<file path="src/rtl/regfile_writeback_queue.sv">
// Write-back queue for the register file: buffers ALU and load results in an
// in-order FIFO, drains one write per cycle, and exposes scoreboard/forwarding.
module regfile_writeback_queue #(
  parameter int DEPTH = 4,
  parameter int DW    = 16,
  parameter int AW    = 3
) (
  input  logic                         clk,
  input  logic                         reset,
  input  logic                         alu_valid,
  output logic                         alu_ready,
  input  logic [AW-1:0]                alu_rd,
  input  logic [DW-1:0]                alu_data,
  input  logic                         mem_valid,
  output logic                         mem_ready,
  input  logic [AW-1:0]                mem_rd,
  input  logic [DW-1:0]                mem_data,
  input  logic                         wb_stall,
  output logic                         rf_write_en,
  output logic [AW-1:0]                rf_rd,
  output logic [DW-1:0]                rf_data,
  input  logic [AW-1:0]                q1_reg,
  input  logic [AW-1:0]                q2_reg,
  output logic                         q1_hit,
  output logic                         q2_hit,
  output logic [DW-1:0]                q1_data,
  output logic [DW-1:0]                q2_data,
  output logic [(1<<AW)-1:0]           pending,
  output logic [$clog2(DEPTH+1)-1:0]   count
);

  localparam int PW = (DEPTH > 1) ? $clog2(DEPTH) : 1;
  localparam int CW = $clog2(DEPTH + 1);
  localparam int NR = 1 << AW;
  localparam logic [CW-1:0] FULL = CW'(DEPTH);

  logic [AW-1:0] rd_q   [DEPTH];
  logic [AW-1:0] rd_d   [DEPTH];
  logic [DW-1:0] data_q [DEPTH];
  logic [DW-1:0] data_d [DEPTH];
  logic [PW-1:0] head_q, head_d;
  logic [PW-1:0] tail_q, tail_d;
  logic [CW-1:0] count_q, count_d;

  logic          not_full_s;
  logic          push_s;
  logic [AW-1:0] push_rd_s;
  logic [DW-1:0] push_data_s;

  assign count = count_q;

  // Handshake readies (from registered count only), push selection and head drain.
  always_comb begin
    not_full_s  = (count_q != FULL);
    mem_ready   = !reset && not_full_s;
    alu_ready   = !reset && not_full_s && !mem_valid;
    push_s      = (mem_valid && mem_ready) || (alu_valid && alu_ready);
    if (mem_valid) begin
      push_rd_s   = mem_rd;
      push_data_s = mem_data;
    end else begin
      push_rd_s   = alu_rd;
      push_data_s = alu_data;
    end
    rf_write_en = (count_q != {CW{1'b0}}) && !wb_stall && !reset;
    if (count_q != {CW{1'b0}}) begin
      rf_rd   = rd_q[head_q];
      rf_data = data_q[head_q];
    end else begin
      rf_rd   = {AW{1'b0}};
      rf_data = {DW{1'b0}};
    end
  end

  // Next-state for entry array, pointers and occupancy.
  always_comb begin
    rd_d    = rd_q;
    data_d  = data_q;
    head_d  = head_q;
    tail_d  = tail_q;
    count_d = count_q;
    if (reset) begin
      head_d  = {PW{1'b0}};
      tail_d  = {PW{1'b0}};
      count_d = {CW{1'b0}};
    end else begin
      if (push_s) begin
        rd_d[tail_q]   = push_rd_s;
        data_d[tail_q] = push_data_s;
        tail_d         = tail_q + PW'(1);
      end else begin
        tail_d = tail_q;
      end
      if (rf_write_en) begin
        head_d = head_q + PW'(1);
      end else begin
        head_d = head_q;
      end
      case ({push_s, rf_write_en})
        2'b10:   count_d = count_q + CW'(1);
        2'b01:   count_d = count_q - CW'(1);
        default: count_d = count_q;
      endcase
    end
  end

  // State registers; reset is folded into the next-state logic.
  always_ff @(posedge clk) begin
    rd_q    <= rd_d;
    data_q  <= data_d;
    head_q  <= head_d;
    tail_q  <= tail_d;
    count_q <= count_d;
  end

  // Scoreboard and forwarding: walk oldest to youngest so the youngest match wins.
  always_comb begin
    logic [PW-1:0] idx;
    logic          vld;
    logic          m1;
    logic          m2;
    pending = {NR{1'b0}};
    q1_hit  = 1'b0;
    q2_hit  = 1'b0;
    q1_data = {DW{1'b0}};
    q2_data = {DW{1'b0}};
    idx     = {PW{1'b0}};
    vld     = 1'b0;
    m1      = 1'b0;
    m2      = 1'b0;
    for (int i = 0; i < DEPTH; i++) begin
      idx     = head_q + PW'(i);
      vld     = (CW'(i) < count_q);
      m1      = vld && (rd_q[idx] == q1_reg);
      m2      = vld && (rd_q[idx] == q2_reg);
      pending = pending | (vld ? (NR'(1) << rd_q[idx]) : {NR{1'b0}});
      q1_hit  = q1_hit | m1;
      q2_hit  = q2_hit | m2;
      q1_data = m1 ? data_q[idx] : q1_data;
      q2_data = m2 ? data_q[idx] : q2_data;
    end
  end

endmodule

</file>
<file path="config.mk">
export PLATFORM = sky130hd
export DESIGN_NAME = regfile_writeback_queue
export DESIGN_NICKNAME = d
export VERILOG_FILES = /design/src/rtl/regfile_writeback_queue.sv
export SDC_FILE = /design/constraint.sdc
export NUM_CORES = 1
export LEC_CHECK = 0
export ABC_AREA = 1
export BUFFER_PORTS_ARGS = -buffer_cell sky130_fd_sc_hd__buf_2
export CORE_MARGIN = 2
export CORE_UTILIZATION = 35
export CTS_CLUSTER_DIAMETER = 60
export CTS_CLUSTER_SIZE = 10
export DETAILED_ROUTE_END_ITERATION = 7
export HOLD_SLACK_MARGIN = 0.05
export SLEW_MARGIN = 30
export SYNTH_ARGS = -nofsm -noshare
export SYNTH_HDL_FRONTEND = slang
export SYNTH_SLANG_ARGS = --single-unit
</file>
<file path="constraint.sdc">
create_clock -name clk -period 6.1 [get_ports clk]
set_input_delay 0.305 -clock clk [delete_from_list [all_inputs] [get_ports clk]]
set_output_delay 0.305 -clock clk [all_outputs]
set_load 0.03 [all_outputs]
</file>
==> results.md <==
* Crit Path Max Fanout at 47
* Die area at 0.0221 sq mm
* Share of layout cells above drive strength 1 at 13.7%
* Syn avg cell area at 6.13 sq um
* Critical R2R Capture: count[2]
* Max Fclk at 0.215 GHz
* Worst Path Class, Setup: reg -> out
* CP required at around 5800 ps
* Die extent in x at 149 microns
* Standard-cell rows at 52
* Clock slew at reported path FFs at 60 ps
* Die extent in y at 149 microns
* Final Max Slew Viols at 0
* CTS Sinks at 83
* Gate Count Post-Synth at between 1,000 and 1,500
* CTS Buf Count at 9
* Gpl congestion at around 0.9
* Setup crit end kind: output port
* # port buffers at 115
* RSZ-0062 raised after global routing: no
* CTS tree: done
* First-pass GRT wire length at around 37,000 microns
* DRT Pass-1 Iters at 5
* Seq/Total Area, Yosys at roughly 33%
* Least-Margin Pin Slew at 970 ps
* EDFF count, synth at 76
* Vias per std cell at 4.97
* # hold bufs at CTS at 0
* RR Startpoint: count[0]
* Fraction of registers with async set/reset at 0%
* Fin crit period at roughly 4700 ps
* H-Tree Depth at 3
* Iteration-0 DRC Markers at 648
* #FFs+latches synth at 83
* WL final at 23,500 microns
* Clk buf depth at 2
* Hold Fails Final Rpt at 0
* Setup tns final at 0 ps
* Layout Skew at 8.97 ps
* Setup violators final at 0
* # IOs at 116
* Largest net degree at the start of global routing at 51
* # Post-CTS Setup Buffers at 0
* Worst setup path startpoint: head_q[0]
* Remaining routing DRC violations at 0
* Starting density of the core at between 30% and 40%
* Detailed Place HPWL at 17,900 microns
* Top FF cell, synth: edfxtp_1
* Crit start category: register
* Leak Pwr at approximately 4.4 nW
* GRT Residual Overflow at 0
* R2R setup slack at 3430 ps
* Fin nets at 1,327
* Cell Area, Synth at 0.00733 sq mm
* Core area at 0.0204 sq mm
* Slew HR at 34.6%
* R2r worst-path depth at 11
* WP data arrival at 4350 ps
* Most frequent cells in the layout: 578 x nand2_1, 126 x nand3_1, 115 x buf_2
* Commonest non-fill, non-tap cell in the layout: nand2_1
* ANT nets after route at 0
* Area Growth Syn to Fin at 14.0%
* Syn_nets at around 1,300
* Routed len/inst at 15.2 microns
* N_diodes at 0
* Clock root cell: clkbuf_16
* Met1 Track Usage GR at a little under a third
* Tcrit/Tclk final at 76.3%
* Critical Path Sink: q1_data[12]
* Grt met3 use at 3.44%
* Met2 global-route usage at 31.9%
* Latest clock arrival within the worst-skew pair at 340 ps
* PwrDens at 301 mW/mm^2
* Total Routing Usage GR at 21.3%
* Number of max-cap violations at 0
* Resize count post-CTS at 0
* Pre-CTS WS at around 1800 ps
* Initial antenna violation count at 0
* Vias in the first global route at 6,704
* Vias at 7,675
* Final worst setup slack at 1450 ps
* Yosys warnings at 0
* GRT Max-Usage Layer: met2
* HP Class: in -> reg
* Synth unique cells at 43
* Outcome: completed
* Peak VDD IR at 0.143 mV
==> synthesized netlist by cell type (2+ instances only) <==
| cell | instances | share of area (%) |
|---|---|---|
| o21ai_2 | 3 | 0.36 |
| o211ai_1 | 3 | 0.31 |
| nand2_1 | 579 | 30 |
| buf_6 | 3 | 0.46 |
| nand2_2 | 11 | 0.94 |
| inv_1 | 113 | 5.8 |
| dfxtp_1 | 7 | 1.9 |
| nand3_1 | 126 | 8.6 |
| o21ai_1 | 3 | 0.20 |
| buf_2 | 22 | 1.5 |
| o21ai_0 | 72 | 4.9 |
| o2111ai_1 | 4 | 0.48 |
| nor2_4 | 2 | 0.31 |
| clkbuf_1 | 23 | 1.2 |
| a211oi_1 | 2 | 0.20 |
| nand3b_1 | 16 | 1.6 |
| edfxtp_1 | 76 | 31 |
| o21bai_1 | 2 | 0.20 |
| nor2_2 | 4 | 0.34 |
| xor2_1 | 5 | 0.60 |
| a21oi_1 | 12 | 0.82 |
| buf_4 | 7 | 0.72 |
| inv_2 | 6 | 0.31 |
| buf_1 | 5 | 0.26 |
| nor3_1 | 4 | 0.27 |
| o21ai_4 | 2 | 0.44 |
| nor2_1 | 59 | 3.0 |
| ha_1 | 9 | 1.5 |
==> final cells by class <==
type | count | area [sq um]
clock buffers | 10 | 239
clock inverters | 6 | 113
fillers | 2188 | 12000
inverters | 120 | 450
multi-input cells | 932 | 4160
flip-flops and latches | 83 | 2420
well taps | 270 | 338
repair buffers | 123 | 636
==> flip-flops by register name, summed over array words and instances, names as in the netlist <==
signal and count:
data_q 64, rd_q 12, count 3, head_q 2, tail_q 2
==> stage by stage <==
stage | power (W) | util, % | area, sq um | hold WS, ps | std cells
global placement | 0.00189 | 39.3 | 8000 | 531 | 1528
floorplan | 0.00157 | - | 7330 | 501 | 1195
CTS | 0.00251 | 41.0 | 8360 | 288 | 1544
finish | 0.00252 | 41.0 | 8360 | 301 | 1544
global route | 0.00267 | 41.0 | 8360 | 307 | 1544
detailed placement | 0.00190 | 39.3 | 8010 | 554 | 1528
==> worst min-delay path by stage <==
stage | from | end | slack, ps | depth (start not counted)
after floorplan | tail_q[1] | tail_q[1] | 500 | 2
after global placement | tail_q[1] | tail_q[1] | 530 | 2
after detailed placement | tail_q[0] | tail_q[0] | 550 | 2
after CTS | reset | head_q[1] | 290 | 2
after global routing | reset | head_q[1] | 310 | 2
final | reset | head_q[1] | 300 | 2
==> routing by layer <==
layer | vias to the layer above | part of all wire (%)
met5 | - | 0
met4 | 0 | 2.0
met3 | 29 | 7.5
met2 | 310 | 42
met1 | 3405 | 49
li1 | 3931 | -
==> critical path: stages (launching register included) <==
cell and delay (ps):
dfxtp_2 860, buf_4 470, nand2_1 110, nand2_2 560, o21ai_1 340, nor2_1 390
nand2_1 90, o21ai_1 140, nand2_2 260, inv_2 350, nand2_1 140, nand2_1 90
buf_2 190
==> power by group <==
part           leakage [nW]  internal, W  switching, W
Combinational          3.47     0.000300      0.000912
Sequential            0.756     0.000657     0.0000322
Clock                 0.173     0.000411      0.000203
Total                  4.40      0.00137       0.00115
==> logic make-up (layout without fill, tap and decap cells) <==
group                      Yosys count  in the layout  synth area share (%)
buffers and inverters              180            259                  10.3
muxes                                1              1                 0.137
and+or+nand+nor                    807            807                  45.6
AOI/OAI and AO/OA                  109            109                  8.62
DFF                                 83             83                  33.0
xor gates and xnor gates             6              6                 0.819
adders and majority gates            9              9                  1.54
No activity file was read; power rests on OpenSTA's default activity.
